===== src/rtl/ex_pkg.sv =====
// Shared definitions for the execute stage: bus widths, aluop/alusel codes, divider states.
// Latency: n/a (definitions only).
// Backpressure: n/a.
package ex_pkg;

    localparam int REG_W      = 32;
    localparam int REG_ADDR_W = 5;
    localparam int ALU_OP_W   = 8;
    localparam int ALU_SEL_W  = 3;

    typedef logic [REG_W-1:0]      reg_t;
    typedef logic [REG_ADDR_W-1:0] reg_addr_t;
    typedef logic [ALU_OP_W-1:0]   aluop_t;
    typedef logic [ALU_SEL_W-1:0]  alusel_t;

    localparam logic      RstEnable    = 1'b1;
    localparam logic      WriteEnable  = 1'b1;
    localparam logic      WriteDisable = 1'b0;
    localparam reg_t      ZeroWord     = 32'h0000_0000;
    localparam reg_addr_t NOPRegAddr   = 5'b00000;

    // Operation codes
    localparam aluop_t EXE_NOP_OP  = 8'b0000_0000;
    localparam aluop_t EXE_AND_OP  = 8'b0010_0100;
    localparam aluop_t EXE_OR_OP   = 8'b0010_0101;
    localparam aluop_t EXE_XOR_OP  = 8'b0010_0110;
    localparam aluop_t EXE_NOR_OP  = 8'b0010_0111;
    localparam aluop_t EXE_SLL_OP  = 8'b0111_1100;
    localparam aluop_t EXE_SRL_OP  = 8'b0000_0010;
    localparam aluop_t EXE_SRA_OP  = 8'b0000_0011;
    localparam aluop_t EXE_ADD_OP  = 8'b0010_0000;
    localparam aluop_t EXE_ADDU_OP = 8'b0010_0001;
    localparam aluop_t EXE_SUB_OP  = 8'b0010_0010;
    localparam aluop_t EXE_SUBU_OP = 8'b0010_0011;
    localparam aluop_t EXE_SLT_OP  = 8'b0010_1010;
    localparam aluop_t EXE_SLTU_OP = 8'b0010_1011;
    localparam aluop_t EXE_MFHI_OP = 8'b0001_0000;
    localparam aluop_t EXE_MTHI_OP = 8'b0001_0001;
    localparam aluop_t EXE_MFLO_OP = 8'b0001_0010;
    localparam aluop_t EXE_MTLO_OP = 8'b0001_0011;
    localparam aluop_t EXE_DIV_OP  = 8'b0001_1010;
    localparam aluop_t EXE_DIVU_OP = 8'b0001_1011;

    // Result classes
    localparam alusel_t EXE_RES_NOP        = 3'b000;
    localparam alusel_t EXE_RES_LOGIC      = 3'b001;
    localparam alusel_t EXE_RES_SHIFT      = 3'b010;
    localparam alusel_t EXE_RES_MOVE       = 3'b011;
    localparam alusel_t EXE_RES_ARITHMETIC = 3'b100;

    // Divider FSM encodings
    localparam logic [1:0] DivFree   = 2'b00;
    localparam logic [1:0] DivByZero = 2'b01;
    localparam logic [1:0] DivOn     = 2'b10;
    localparam logic [1:0] DivEnd    = 2'b11;

    localparam logic DivResultReady    = 1'b1;
    localparam logic DivResultNotReady = 1'b0;

    function automatic logic is_div_op(input aluop_t op);
        return (op == EXE_DIV_OP) || (op == EXE_DIVU_OP);
    endfunction

endpackage


===== src/rtl/ex_div.sv =====
// Iterative restoring divider, one quotient bit per cycle, with signed pre/post correction.
// Latency: 34 cycles from start (Free, 32x On, End); 3 cycles for a zero divisor.
// Backpressure: none; start_i is honoured only in Free, annul_i returns to Free on any edge.
// Ports: clk, rst (sync, active-high), signed_div_i, opdata1_i (dividend), opdata2_i (divisor),
//        start_i, annul_i -> result_o {remainder, quotient} valid while ready_o is high.
module ex_div
    import ex_pkg::*;
(
    input  logic        clk,
    input  logic        rst,
    input  logic        signed_div_i,
    input  logic [31:0] opdata1_i,
    input  logic [31:0] opdata2_i,
    input  logic        start_i,
    input  logic        annul_i,
    output logic [63:0] result_o,
    output logic        ready_o
);

    logic [1:0]  state;
    logic [5:0]  cnt;
    logic [64:0] work;      // {partial remainder (33b), dividend/quotient (32b)}
    logic [31:0] dsor;
    logic        neg_q;
    logic        neg_r;

    logic [31:0] op1_abs;
    logic [31:0] op2_abs;
    logic [64:0] shifted;
    logic [32:0] diff;
    logic [31:0] quot;
    logic [31:0] rem;

    always_comb begin
        op1_abs = (signed_div_i && opdata1_i[31]) ? (32'd0 - opdata1_i) : opdata1_i;
        op2_abs = (signed_div_i && opdata2_i[31]) ? (32'd0 - opdata2_i) : opdata2_i;
        shifted = work << 1;
        // Trial subtraction; a set sign bit means the divisor does not fit.
        diff    = shifted[64:32] - {1'b0, dsor};
        quot    = work[31:0];
        rem     = work[63:32];
    end

    always_ff @(posedge clk) begin
        if (rst == RstEnable) begin
            state <= DivFree;
            cnt   <= 6'd0;
            work  <= '0;
            dsor  <= '0;
            neg_q <= 1'b0;
            neg_r <= 1'b0;
        end else if (annul_i) begin
            state <= DivFree;
        end else begin
            case (state)
                DivFree: begin
                    if (start_i) begin
                        cnt <= 6'd0;
                        if (opdata2_i == 32'd0) begin
                            state <= DivByZero;
                            work  <= '0;
                            dsor  <= '0;
                            neg_q <= 1'b0;
                            neg_r <= 1'b0;
                        end else begin
                            state <= DivOn;
                            work  <= {33'd0, op1_abs};
                            dsor  <= op2_abs;
                            neg_q <= signed_div_i & (opdata1_i[31] ^ opdata2_i[31]);
                            neg_r <= signed_div_i & opdata1_i[31];
                        end
                    end
                end
                DivByZero: begin
                    state <= DivEnd;
                end
                DivOn: begin
                    if (diff[32]) begin
                        work <= shifted;
                    end else begin
                        work <= {diff, shifted[31:1], 1'b1};
                    end
                    cnt <= cnt + 6'd1;
                    if (cnt == 6'd31) begin
                        state <= DivEnd;
                    end
                end
                DivEnd: begin
                    state <= DivFree;
                end
                default: begin
                    state <= DivFree;
                end
            endcase
        end
    end

    // Quotient sign follows the operand signs; remainder sign follows the dividend.
    assign result_o = {(neg_r ? (32'd0 - rem) : rem), (neg_q ? (32'd0 - quot) : quot)};
    assign ready_o  = (state == DivEnd) ? DivResultReady : DivResultNotReady;

endmodule


===== src/rtl/ex.sv =====
// Execute stage: logic/shift/arith/move in one combinational pass, DIV/DIVU via iterative divider.
// Latency: 0 cycles for non-divide ops; 34 cycles for DIV/DIVU (3 on a zero divisor).
// Backpressure: stallreq_o holds the front of the pipe while a divide is busy; flush_i drops it at once.
// Ports: aluop_i/alusel_i/reg1_i/reg2_i/wd_i/wreg_i/hi_i/lo_i from ID/EX, flush_i;
//        wd_o/wreg_o/wdata_o (GPR write), whilo_o/hi_o/lo_o (HI/LO write), stallreq_o.
// Build option: EX_DIV_EN compiles in the divider; without it DIV/DIVU are NOPs and stall is tied low.
module ex
    import ex_pkg::*;
(
    input  logic                  clk,
    input  logic                  rst,
    input  logic [ALU_OP_W-1:0]   aluop_i,
    input  logic [ALU_SEL_W-1:0]  alusel_i,
    input  logic [REG_W-1:0]      reg1_i,
    input  logic [REG_W-1:0]      reg2_i,
    input  logic [REG_ADDR_W-1:0] wd_i,
    input  logic                  wreg_i,
    input  logic [REG_W-1:0]      hi_i,
    input  logic [REG_W-1:0]      lo_i,
    input  logic                  flush_i,
    output logic [REG_ADDR_W-1:0] wd_o,
    output logic                  wreg_o,
    output logic [REG_W-1:0]      wdata_o,
    output logic                  whilo_o,
    output logic [REG_W-1:0]      hi_o,
    output logic [REG_W-1:0]      lo_o,
    output logic                  stallreq_o
);

    logic        is_div;
    logic        div_ready;
    logic [63:0] div_result;
    logic        div_busy;

    logic [31:0] logic_res;
    logic [31:0] shift_res;
    logic [31:0] arith_res;
    logic [31:0] move_res;
    logic [31:0] b_op;
    logic [31:0] sum;
    logic        ovf_add;
    logic        ovf_sub;
    logic        trap;

    assign is_div = is_div_op(aluop_i);

`ifdef EX_DIV_EN
    ex_div u_div (
        .clk          (clk),
        .rst          (rst),
        .signed_div_i (aluop_i == EXE_DIV_OP),
        .opdata1_i    (reg1_i),
        .opdata2_i    (reg2_i),
        .start_i      (is_div),
        .annul_i      (flush_i),
        .result_o     (div_result),
        .ready_o      (div_ready)
    );
    // ID/EX holds the divide op in place, so "divide op present and result not ready" covers
    // the Free, ByZero and On cycles.
    assign div_busy = is_div && (div_ready != DivResultReady);
`else
    logic unused_clk;
    assign unused_clk = clk;   // clk only feeds the divider
    assign div_ready  = DivResultNotReady;
    assign div_result = 64'd0;
    assign div_busy   = 1'b0;
`endif

    always_comb begin
        logic_res = ZeroWord;
        case (aluop_i)
            EXE_OR_OP:  logic_res = reg1_i | reg2_i;
            EXE_AND_OP: logic_res = reg1_i & reg2_i;
            EXE_XOR_OP: logic_res = reg1_i ^ reg2_i;
            EXE_NOR_OP: logic_res = ~(reg1_i | reg2_i);
            default:    logic_res = ZeroWord;
        endcase
    end

    always_comb begin
        shift_res = ZeroWord;
        case (aluop_i)
            EXE_SLL_OP: shift_res = reg2_i << reg1_i[4:0];
            EXE_SRL_OP: shift_res = reg2_i >> reg1_i[4:0];
            EXE_SRA_OP: shift_res = $unsigned($signed(reg2_i) >>> reg1_i[4:0]);
            default:    shift_res = ZeroWord;
        endcase
    end

    always_comb begin
        b_op    = ((aluop_i == EXE_SUB_OP) || (aluop_i == EXE_SUBU_OP)) ? (~reg2_i + 32'd1) : reg2_i;
        sum     = reg1_i + b_op;
        // Overflow judged on the original operand signs, so SUB of 0x80000000 is handled.
        ovf_add = (reg1_i[31] == reg2_i[31]) && (sum[31] != reg1_i[31]);
        ovf_sub = (reg1_i[31] != reg2_i[31]) && (sum[31] != reg1_i[31]);
        trap    = ((aluop_i == EXE_ADD_OP) && ovf_add) || ((aluop_i == EXE_SUB_OP) && ovf_sub);
        arith_res = ZeroWord;
        case (aluop_i)
            EXE_ADD_OP, EXE_ADDU_OP,
            EXE_SUB_OP, EXE_SUBU_OP: arith_res = sum;
            EXE_SLT_OP:  arith_res = {31'd0, $signed(reg1_i) < $signed(reg2_i)};
            EXE_SLTU_OP: arith_res = {31'd0, reg1_i < reg2_i};
            default:     arith_res = ZeroWord;
        endcase
    end

    always_comb begin
        move_res = ZeroWord;
        case (aluop_i)
            EXE_MFHI_OP: move_res = hi_i;
            EXE_MFLO_OP: move_res = lo_i;
            default:     move_res = ZeroWord;
        endcase
    end

    always_comb begin
        wd_o       = NOPRegAddr;
        wreg_o     = WriteDisable;
        wdata_o    = ZeroWord;
        whilo_o    = WriteDisable;
        hi_o       = ZeroWord;
        lo_o       = ZeroWord;
        stallreq_o = 1'b0;
        if (rst != RstEnable) begin
            wd_o = wd_i;
            if (is_div || trap) begin
                wreg_o = WriteDisable;
            end else begin
                wreg_o = wreg_i;
            end
            case (alusel_i)
                EXE_RES_LOGIC:      wdata_o = logic_res;
                EXE_RES_SHIFT:      wdata_o = shift_res;
                EXE_RES_ARITHMETIC: wdata_o = arith_res;
                EXE_RES_MOVE:       wdata_o = move_res;
                default:            wdata_o = ZeroWord;
            endcase
            if (aluop_i == EXE_MTHI_OP) begin
                whilo_o = WriteEnable;
                hi_o    = reg1_i;
                lo_o    = lo_i;
            end else if (aluop_i == EXE_MTLO_OP) begin
                whilo_o = WriteEnable;
                hi_o    = hi_i;
                lo_o    = reg1_i;
            end else if (is_div && (div_ready == DivResultReady) && !flush_i) begin
                // A flush landing on the End cycle discards the result.
                whilo_o = WriteEnable;
                hi_o    = div_result[63:32];
                lo_o    = div_result[31:0];
            end
            stallreq_o = div_busy && !flush_i;
        end
    end

endmodule

===== config.mk =====
export PLATFORM = sky130hd
export DESIGN_NAME = ex
export DESIGN_NICKNAME = d
export VERILOG_FILES = /design/src/rtl/ex_pkg.sv /design/src/rtl/ex_div.sv /design/src/rtl/ex.sv
export SDC_FILE = /design/constraint.sdc
export NUM_CORES = 1
export LEC_CHECK = 0
export ABC_AREA = 1
export BUFFER_PORTS_ARGS = -buffer_cell sky130_fd_sc_hd__buf_2
export CAP_MARGIN = 40
export CELL_PAD_IN_SITES_DETAIL_PLACEMENT = 0
export CELL_PAD_IN_SITES_GLOBAL_PLACEMENT = 2
export CORE_ASPECT_RATIO = 1.1
export CORE_UTILIZATION = 30
export DETAILED_ROUTE_END_ITERATION = 16
export PLACE_DENSITY = 0.95
export REMOVE_ABC_BUFFERS = 1
export SYNTH_ARGS = -nofsm -noshare
export SYNTH_HDL_FRONTEND = slang
export SYNTH_SLANG_ARGS = --single-unit

===== constraint.sdc =====
create_clock -name vclk -period 12.55
set_input_delay 2.51 -clock vclk [all_inputs]
set_output_delay 2.51 -clock vclk [all_outputs]
set_load 0.005 [all_outputs]

==> qor.log, run 1 <==
INFO  sta            hold_violations=0
INFO  clock_tree     cts_setup_buffers=0
INFO  sta            fmax=0.103GHz
INFO  placed_design  gp_congestion=1.00
INFO  synthesis      synthDistinctLibCells=56
INFO  synthesis      synth.yosys.seq_area_share=0%
INFO  detailed_routing first_pass_drt_iterations=7
INFO  finish         finish.utilization=34.8%
INFO  global_routing grt_pass1_vias=14868
INFO  pwr            finalPower=375uW
INFO  floorplan      floorplan.die.height=206um
INFO  sta            finalSetupViolCount=0
INFO  global_routing grt_max_degree=49
INFO  pwr            cellLeakagePower=0.00683uW
INFO  synthesis      synth_common_cells=sky130_fd_sc_hd__nand2_1 (565), sky130_fd_sc_hd__nand3_1 (279), sky130_fd_sc_hd__inv_1 (276), sky130_fd_sc_hd__nor2_1 (198), sky130_fd_sc_hd__a21oi_1 (186)
INFO  pwr            internal_power=111uW
INFO  finish         seq_area=0squm
INFO  detailed_routing via_count=16059
INFO  global_routing grtUsageMet1=40.2%
INFO  global_routing gr_peak_layer=met2
INFO  sta            clock_period_minus_worst_slack=9.70ns
INFO  pwr            power.share.switching=70.3%
INFO  sta            fin_ws=2.85ns
INFO  setup_path     critPathArrivalTime=7.19ns
INFO  setup_path     timing.critical_path.required=10.04ns
INFO  pwr            sequentialPowerShare=0%
INFO  synthesis      syn-mean-instance-area=5.13squm
INFO  hold_path      holdPathStages=4
INFO  setup_path     worstPathMaxFanout=27
INFO  placed_design  dp_hpwl=51300um
INFO  detailed_routing antenna_left=0
INFO  floorplan      die_x=187um
INFO  job            timing.max_cap.violations=0
INFO  sta            worst_hold_slack=5.29ns
INFO  global_routing grt_use_total=31.7%
INFO  hold_path      hp-class=in2out
INFO  clock_tree     cts_hold_buffers=0
INFO  synthesis      synth.cell_area=11300squm
INFO  global_routing groute.layer.met2.usage=56.2%
INFO  setup_path     critical_path.top_delay_family=simple AND/OR/NAND/NOR gates
INFO  finish         layout.nets=2662
INFO  floorplan      fp.coreArea=37100squm
INFO  setup_path     critical_path.endpoint_type=output port
INFO  finish         clkbuf_count=0
INFO  finish         flow.area_growth_from_synthesis=14.2%
INFO  global_routing met3_usage=1.84%
INFO  detailed_routing detail_route.iter0.violations=1673
INFO  detailed_routing avgViaCountPerCell=5.59
INFO  pwr            power.clock.fraction=0%
INFO  clock_tree     cts_resized=0
INFO  setup_path     cp_slowest_stage_delay=0.57ns
INFO  sta            worstMarginPinSlew=0.972ns
INFO  global_routing initial_antenna_violation_count=0
INFO  hold_path      hold_path.startpoint=wd_i[4]
INFO  finish         fillers=4419
INFO  pwr            pwr-share-comb=100.0%
INFO  synthesis      netlist_instances=2205
INFO  synthesis      ys.warnings.count=0
INFO  setup_path     setup_cp_type=in2out
INFO  floorplan      floorplan.rows=74
INFO  synthesis      synth_top_cell_by_area=sky130_fd_sc_hd__nand2_1
INFO  global_routing globalRouteOverflowTotal=0
INFO  floorplan      io_pins=252
INFO  sta            timing.slew.headroom=35.0%
INFO  placed_design  post_placement_setup_slack=2.95ns
INFO  synthesis      yosys.cell_count.top_type=sky130_fd_sc_hd__nand2_1
INFO  pwr            power.density=29.0nW/um^2
INFO  setup_path     worst_path_max_delay_cell=sky130_fd_sc_hd__nor2_4
INFO  pwr            power.ir.vdd_worst=0.0290mV
INFO  detailed_routing detail_route.drc_violations=0
INFO  floorplan      floorplan.initialDensity=30.5%
INFO  sta            setup_tns=0ns
INFO  sta            part_of_the_cycle_the_worst_path_needs=77.3%
INFO  setup_path     timing.critical_path.from_type=primary input
INFO  finish         post_route_cells_drive_above_1_share=13.8%
INFO  detailed_routing routed_wl=64300um
INFO  detailed_routing route.detailed.wl_per_inst=22.4um
INFO  sta            final_count_of_pins_violating_max_slew=0
INFO  setup_path     critical_path.cell_chain=buf_2, nor2_1, nand3_2, inv_2, nand2_2, nor2_4, nand2_1, xor2_1, inv_1, ha_1, a21oi_1, nand2_1, a21boi_0, o21ai_0, xnor2_1, o21ai_0, nor2_1, nor2_1, buf_2
INFO  synthesis      synthDominantCellAreaShare=18.7%
INFO  synthesis      synthTopCellsByArea=sky130_fd_sc_hd__nand2_1 (19%), sky130_fd_sc_hd__ha_1 (15%), sky130_fd_sc_hd__nand3_1 (12%)
INFO  finish         layout.sequential_cells=0
INFO  hold_path      hold-path-endpoint=wd_o[4]
INFO  setup_path     crit_path_most_repeated_cell=sky130_fd_sc_hd__nor2_1
INFO  global_routing grt_pass1_wl=92300um
INFO  run_status     outcome=finished, final reports clean
INFO  placed_design  placement.io_buffers=249
INFO  floorplan      die_area=38500squm
INFO  sta            rsz0062_at_grt=false
INFO  pwr            switchingPower=263uW
INFO  setup_path     timing.critical_path.buf_inv=4
power groups by stage:
stage | logic, uW | registers [uW] | clock network, uW
floorplan | 212 | 0 | 0
global placement | 363 | 0 | 0
detailed placement | 365 | 0 | 0
CTS | 367 | 0 | 0
global route | 411 | 0 | 0
finish | 375 | 0 | 0.0000107
metal layers:
layer,routed length (um),vias up,share of wire [%]
met1,26600,7545,41
li1,-,7658,-
met4,2680,0,4.2
met3,4000,136,6.2
met2,31000,720,48
met5,0,-,0
final cells by class:
class	instances	area, sq um	share of cell area, %
multi-input cells	1808	9770	75.6
well taps	494	618	4.78
diodes	1	2.50	0.0194
repair buffers	273	1430	11.0
inverters	295	1110	8.59
logic make-up after synthesis:
| group | after synthesis | synth area share [%] |
|---|---|---|
| multiplexers | 1 | 0.0884 |
| adder cells (fa/ha/maj) | 136 | 15.1 |
| AND/OR/NAND/NOR | 1142 | 43.9 |
| buffers and inverters | 397 | 13.9 |
| AO/OA/AOI/OAI | 497 | 24.6 |
| XOR/XNOR | 31 | 2.40 |
| other | 1 | 0.0331 |
placed cells by master (no fill, tap or decap), types with 3 or more instances in the layout:
| master | netlist | layout |
|---|---|---|
| sky130_fd_sc_hd__nand2_1 | 565 | 565 |
| sky130_fd_sc_hd__nand3_1 | 279 | 279 |
| sky130_fd_sc_hd__inv_1 | 276 | 275 |
| sky130_fd_sc_hd__buf_2 | 28 | 249 |
| sky130_fd_sc_hd__nor2_1 | 198 | 197 |
| sky130_fd_sc_hd__a21oi_1 | 186 | 186 |
| sky130_fd_sc_hd__o21ai_0 | 182 | 182 |
| sky130_fd_sc_hd__ha_1 | 135 | 135 |
| sky130_fd_sc_hd__o22ai_1 | 29 | 29 |
| sky130_fd_sc_hd__xor2_1 | 28 | 28 |
| sky130_fd_sc_hd__nand4_1 | 24 | 24 |
| sky130_fd_sc_hd__buf_4 | 8 | 24 |
| sky130_fd_sc_hd__a211oi_1 | 23 | 23 |
| sky130_fd_sc_hd__nor3_1 | 22 | 22 |
| sky130_fd_sc_hd__inv_2 | 15 | 15 |
| sky130_fd_sc_hd__o21a_1 | 15 | 15 |
| sky130_fd_sc_hd__a221oi_1 | 13 | 13 |
| sky130_fd_sc_hd__o211ai_1 | 11 | 11 |
| sky130_fd_sc_hd__nor2_4 | 9 | 9 |
| sky130_fd_sc_hd__nand3b_1 | 8 | 8 |
| sky130_fd_sc_hd__a31oi_1 | 8 | 8 |
| sky130_fd_sc_hd__o21bai_1 | 8 | 8 |
| sky130_fd_sc_hd__or2_2 | 7 | 7 |
| sky130_fd_sc_hd__nand2_2 | 6 | 6 |
| sky130_fd_sc_hd__and2_1 | 6 | 6 |
| sky130_fd_sc_hd__nor4_1 | 4 | 4 |
| sky130_fd_sc_hd__o21ai_1 | 5 | 4 |
| sky130_fd_sc_hd__o31ai_1 | 4 | 4 |
| sky130_fd_sc_hd__nand3_2 | 3 | 3 |
| sky130_fd_sc_hd__clkinv_1 | 2 | 3 |
| sky130_fd_sc_hd__nor2_2 | 2 | 3 |
| sky130_fd_sc_hd__a21o_1 | 3 | 3 |
| sky130_fd_sc_hd__xnor2_1 | 3 | 3 |
how the worst max path moves through the flow:
stage	startpoint	endpoint	cells after the start
3_5_place_dp	aluop_i[7]	wdata_o[13]	19
3_3_place_gp	aluop_i[7]	wdata_o[13]	19
6_report	aluop_i[7]	wdata_o[13]	19
4_1_cts	aluop_i[7]	wdata_o[13]	19
2_1_floorplan	aluop_i[7]	hi_o[29]	9
5_1_grt	aluop_i[7]	wdata_o[13]	19
stage by stage:
step	instances	cell area [sq um]
CTS	2870	12900
global route	2870	12900
global placement	2870	12900
detailed placement	2870	12900
finish	2871	12900
floorplan	2103	10900
No activity file was read; power rests on OpenSTA's default activity.
==> run 2: changes to the inputs <==
- CORE_UTILIZATION: 30 -> 28
- PLACE_DENSITY: 0.95 -> 0.9
- clock period: 12.55 -> 9.85 ns (I/O delays scaled with it)
==> run 2 against run 1 <==
Effect of this change:
- total power grew 29%
- setup slack lost 1.4 ns
- die area grew 7.1%
- utilization shrank 2.0 points
- critical path depth is the same
- sequential share of layout area is the same
- non-clock buffer count is the same
- sequential cell count is the same
- worst hold slack lost 1.1 ns
- largest cell class unchanged
==> qor.log, run 2 (same netlist as run 1, synthesis figures left out) <==
INFO  run_status     outcome=finished, final reports clean
INFO  global_routing grt_pass1_vias=15233 [+2.5%]
INFO  floorplan      floorplan.initialDensity=28.7% [-1.8 points]
INFO  global_routing globalRouteOverflowTotal=0 [unchanged]
INFO  detailed_routing route.detailed.wl_per_inst=22.8um [+1.9%]
INFO  sta            timing.slew.headroom=40.0% [+4.9 points]
INFO  sta            finalSetupViolCount=0 [unchanged]
INFO  global_routing grt_pass1_wl=95100um [+3.1%]
INFO  sta            worstMarginPinSlew=0.898ns [-0.0740 ns]
INFO  placed_design  gp_congestion=0.963 [-3.7%]
INFO  floorplan      die_x=194um [+3.5%]
INFO  placed_design  placement.io_buffers=249 [unchanged]
INFO  pwr            power.density=37.2nW/um^2 [+28%]
INFO  setup_path     timing.critical_path.from_type=primary input
INFO  finish         commonest_non_fill_non_tap_cells_in_the_layout=sky130_fd_sc_hd__nand2_1 (565), sky130_fd_sc_hd__nand3_1 (279), sky130_fd_sc_hd__inv_1 (275)
INFO  setup_path     setup_cp_type=in2out
INFO  setup_path     worst_path_max_delay_cell=sky130_fd_sc_hd__nor2_4
INFO  detailed_routing detail_route.iter0.violations=1407 [-16%]
INFO  finish         seq_area=0squm [unchanged]
INFO  global_routing grt_use_total=30.7% [-1.0 points]
INFO  floorplan      fp.coreArea=39500squm [+6.3%]
INFO  detailed_routing routed_wl=65900um [+2.4%]
INFO  sta            final_count_of_pins_violating_max_slew=0 [unchanged]
INFO  setup_path     critPathArrivalTime=6.40ns [-0.79 ns]
INFO  sta            hold_violations=0 [unchanged]
INFO  finish         flow.area_growth_from_synthesis=14.4%
INFO  detailed_routing avgViaCountPerCell=5.56 [-0.63%]
INFO  floorplan      die_area=41200squm [+7.1%]
INFO  setup_path     critical_path.endpoint_type=output port
INFO  placed_design  detailed_place.area=12900squm [+0.16%]
INFO  global_routing initial_antenna_violation_count=4 [+4]
INFO  finish         layout.cells.most_common=sky130_fd_sc_hd__nand2_1
INFO  floorplan      io_pins=252 [unchanged]
INFO  clock_tree     cts_hold_buffers=0 [unchanged]
INFO  clock_tree     cts_resized=0 [unchanged]
INFO  global_routing grt_max_degree=48 [-2.0%]
INFO  detailed_routing detail_route.drc_violations=0 [unchanged]
INFO  setup_path     worstPathMaxFanout=27 [unchanged]
INFO  sta            setup_tns=0ns [unchanged]
INFO  pwr            cellLeakagePower=0.00683uW [about the same]
INFO  placed_design  dp_cells=2883 [+0.45%]
INFO  finish         post_route_cells_drive_above_1_share=13.8% [unchanged]
INFO  setup_path     cp_slowest_stage_delay=0.54ns [-0.03 ns]
INFO  pwr            power.ir.vdd_worst=0.0375mV [+29%]
INFO  finish         finalNonFillerCells=2884 [+0.45%]
INFO  sta            clock_period_minus_worst_slack=8.37ns
INFO  sta            worst_hold_slack=4.22ns [-1.08 ns]
INFO  placed_design  dp_hpwl=53000um [+3.3%]
INFO  finish         finish.utilization=32.8% [-2.0 points]
INFO  detailed_routing via_count=16030 [-0.18%]
INFO  sta            part_of_the_cycle_the_worst_path_needs=85.0%
INFO  setup_path     timing.critical_path.required=7.88ns [-2.16 ns]
INFO  finish         final_design_area_no_fill=12900squm [+0.16%]
INFO  setup_path     critical_path.cell_chain=buf_2, nor2_1, nand3_2, inv_2, nand2_2, nor2_4, inv_2, a31oi_1, xor2_1, ha_1, nand2_1, nor2_1, nand2_1, o21ai_0, xnor2_1, o21ai_0, nor2_1, nor2_1, buf_2
INFO  finish         layout.sequential_cells=0 [unchanged]
INFO  setup_path     crit_path_most_repeated_cell=sky130_fd_sc_hd__nor2_1
INFO  finish         layout.nets=2662 [unchanged]
INFO  clock_tree     cts_setup_buffers=0 [unchanged]
INFO  sta            fmax=0.119GHz
INFO  detailed_routing first_pass_drt_iterations=5 [-2]
INFO  job            timing.max_cap.violations=0 [unchanged]
INFO  floorplan      floorplan.die.height=213um [+3.5%]
INFO  finish         clkbuf_count=0 [unchanged]
INFO  floorplan      floorplan.rows=76 [+2.7%]
INFO  detailed_routing antenna_left=0 [unchanged]
INFO  sta            rsz0062_at_grt=false
INFO  hold_path      hp-class=in2out
run 2: layer usage:
metal / global-route usage, % / share of wire (%)
met4: 11.2 / 4.0
met1: 38.5 / 41
met3: 3.29 / 7.0
met2: 54.2 / 48
met5: 0 / 0.033
run 2: worst paths after layout:
kind,end,depth (start not counted),slack [ns],startpoint
min,wd_o[0],4,4.22,wd_i[0]
max,wdata_o[13],19,1.48,aluop_i[7]
run 2: critical path: cells and delay by family:
kind	cells	cell delay (ns)
AOI/OAI and AO/OA	3	1.13
xor gates and xnor gates	2	0.24
adders and majority gates	1	0.32
buffers and inverters	4	0.94
and+or+nand+nor	9	1.77
run 2: per-stage QoR:
step | setup slack, ns | power (uW)
finish | 1.48 | 482
global route | 1.08 | 531
CTS | 1.57 | 473
detailed placement | 1.58 | 471
global placement | 1.60 | 468
floorplan | 2.69 | 270
run 2: layout make-up:
class,count,area (sq um)
multi-input combinational,1808,9770
fill,4658,26500
timing repair buffer,273,1430
inverter,295,1110
antenna,1,2.50
tap,507,634
run 2: power breakdown:
part / internal (uW) / total [uW] / switching (uW)
clock network: 0.0000136 / 0.0000136 / 0
registers: 0 / 0 / 0
logic: 142 / 482 / 340
==> run 3: changes to the inputs <==
- clock period: 9.85 -> 7.9 ns (I/O delays scaled with it)
==> run 3 against run 2 <==
Effect of this change:
- utilization rose by 0.17 points
- non-clock buffer count is 8 higher
- via count shrank 0.29%
- largest cell class unchanged
- worst hold slack got worse by 0.78 ns
- global-route usage decreased by 0.15 points
- highest routed layer unchanged
==> qor.log, run 3 (same netlist as run 1, synthesis figures left out) <==
INFO  setup_path     setup_cp_type=in2out
INFO  detailed_routing antenna_left=0 [unchanged]
INFO  detailed_routing detail_route.drc_violations=0 [unchanged]
INFO  sta            worstMarginPinSlew=0.883ns [-0.0148 ns]
INFO  finish         multi_input_comb_area=9770squm [unchanged]
INFO  sta            part_of_the_cycle_the_worst_path_needs=93.0%
INFO  clock_tree     cts_hold_buffers=0 [unchanged]
INFO  finish         commonest_non_fill_non_tap_cells_in_the_layout=sky130_fd_sc_hd__nand2_1 (565), sky130_fd_sc_hd__nand3_1 (279), sky130_fd_sc_hd__inv_1 (275)
INFO  detailed_routing route.detailed.wl_per_inst=22.7um [-0.42%]
INFO  hold_path      hp-class=in2out
INFO  hold_path      holdPathStages=4 [unchanged]
INFO  finish         post_route_cells_drive_above_1_share=14.1% [+0.29 points]
INFO  global_routing initial_antenna_violation_count=2 [-2]
INFO  finish         clkbuf_count=0 [unchanged]
INFO  sta            final_count_of_pins_violating_max_slew=0 [unchanged]
INFO  sta            fmax=0.136GHz
INFO  placed_design  gp_congestion=0.960 [-0.33%]
INFO  run_status     outcome=finished, final reports clean
INFO  finish         layout.cells.most_common=sky130_fd_sc_hd__nand2_1
INFO  hold_path      hold_path.startpoint=wd_i[3]
INFO  finish         layout.nets=2670 [+0.30%]
INFO  floorplan      floorplan.rows=76 [unchanged]
INFO  sta            timing.slew.headroom=41.0% [+1.0 points]
INFO  floorplan      fp.coreArea=39500squm [unchanged]
INFO  finish         seq_area=0squm [unchanged]
INFO  global_routing grt_use_total=30.5% [-0.15 points]
INFO  hold_path      hold-path-endpoint=wd_o[3]
INFO  sta            finalSetupViolCount=0 [unchanged]
INFO  floorplan      io_pins=252 [unchanged]
INFO  floorplan      die_x=194um [unchanged]
INFO  global_routing grt_pass1_vias=15187 [-0.30%]
INFO  placed_design  dp_hpwl=53300um [+0.51%]
INFO  clock_tree     cts_resized=0 [unchanged]
INFO  detailed_routing routed_wl=65800um [-0.15%]
INFO  finish         flow.area_growth_from_synthesis=15.0%
INFO  setup_path     timing.critical_path.required=6.32ns [-1.56 ns]
INFO  placed_design  placement.io_buffers=249 [unchanged]
INFO  detailed_routing avgViaCountPerCell=5.53 [-0.57%]
INFO  detailed_routing detail_route.iter0.violations=1465 [+4.1%]
INFO  setup_path     timing.critical_path.from_type=primary input
INFO  sta            hold_violations=0 [unchanged]
INFO  floorplan      die_area=41200squm [unchanged]
INFO  sta            setup_tns=0ns [unchanged]
INFO  setup_path     worstPathMaxFanout=5 [-81%]
INFO  setup_path     critPathArrivalTime=5.77ns [-0.63 ns]
INFO  clock_tree     cts_setup_buffers=0 [unchanged]
INFO  finish         fillers=4579 [-1.7%]
INFO  detailed_routing first_pass_drt_iterations=6 [+1]
INFO  finish         layout.sequential_cells=0 [unchanged]
INFO  floorplan      floorplan.die.height=213um [unchanged]
INFO  floorplan      floorplan.initialDensity=28.7% [unchanged]
INFO  detailed_routing via_count=15983 [-0.29%]
INFO  global_routing globalRouteOverflowTotal=0 [unchanged]
INFO  sta            clock_period_minus_worst_slack=7.35ns
INFO  sta            rsz0062_at_grt=false
INFO  global_routing grt_pass1_wl=94700um [-0.41%]
INFO  job            timing.max_cap.violations=0 [unchanged]
INFO  setup_path     critical_path.endpoint_type=output port
INFO  global_routing grt_max_degree=60 [+25%]
==> run 3: cell count changes in the layout (fill, tap and decap cells not counted) <==
| cell | change |
|---|---|
| sky130_fd_sc_hd__buf_8 | +1 |
| sky130_fd_sc_hd__buf_4 | +7 |
==> run 3: cell type report <==
cell class         instances  share of cell area [%]
repair buffers           281                    11.5
diodes                     1                  0.0192
multi-input cells       1808                    75.1
inverters                295                    8.54
well taps                507                    4.87
==> run 3: per-layer routing <==
layer	track usage, %	vias up	routed length (um)
met5	0	-	10
met4	11.0	2	2720
met3	2.23	116	4430
met2	53.9	682	31400
met1	39.0	7502	27200
li1	-	7681	-
==> run 3: worst max-delay path: stages <==
cell and delay (ns):
sky130_fd_sc_hd__buf_2 0.14, sky130_fd_sc_hd__inv_1 0.20, sky130_fd_sc_hd__ha_1 0.18, sky130_fd_sc_hd__inv_1 0.05, sky130_fd_sc_hd__nor3_1 0.23, sky130_fd_sc_hd__inv_1 0.11, sky130_fd_sc_hd__nor3_2 0.19, sky130_fd_sc_hd__nand2_1 0.12
sky130_fd_sc_hd__nor2_1 0.18, sky130_fd_sc_hd__nand2_1 0.11, sky130_fd_sc_hd__nor2_1 0.24, sky130_fd_sc_hd__nand2_1 0.14, sky130_fd_sc_hd__o21ai_2 0.21, sky130_fd_sc_hd__o21ai_0 0.11, sky130_fd_sc_hd__nand2_1 0.07, sky130_fd_sc_hd__nand2_1 0.06
sky130_fd_sc_hd__ha_1 0.36, sky130_fd_sc_hd__a21oi_1 0.22, sky130_fd_sc_hd__o21bai_1 0.12, sky130_fd_sc_hd__nand2_1 0.07, sky130_fd_sc_hd__nand3_1 0.06, sky130_fd_sc_hd__a21oi_1 0.27, sky130_fd_sc_hd__nand2_1 0.13, sky130_fd_sc_hd__nand2_1 0.11
sky130_fd_sc_hd__a21oi_1 0.07, sky130_fd_sc_hd__nor2_1 0.25, sky130_fd_sc_hd__nor2_1 0.06, sky130_fd_sc_hd__buf_2 0.14
==> run 3: per-stage QoR <==
stage | instance area, sq um | util [%] | setup WS (ns) | hold slack (ns) | std cells
floorplan | 10900 | - | 1.52 | 3.19 | 2103
global placement | 13000 | 32.9 | 0.618 | 3.43 | 2889
detailed placement | 13000 | 33.0 | 0.604 | 3.44 | 2891
CTS | 13000 | 33.0 | 0.595 | 3.44 | 2891
global route | 13000 | 33.0 | 0.110 | 3.45 | 2891
finish | 13000 | 33.0 | 0.550 | 3.44 | 2892
==> run 3: worst max-delay path by stage <==
stage	from	cells past startpoint	slack (ns)	to
floorplan	aluop_i[7]	9	1.52	hi_o[29]
global placement	reg2_i[0]	28	0.62	wdata_o[31]
detailed placement	reg2_i[0]	28	0.60	wdata_o[31]
CTS	reg2_i[0]	28	0.59	wdata_o[31]
global route	reg2_i[0]	28	0.11	wdata_o[31]
finish	reg2_i[0]	28	0.55	wdata_o[31]
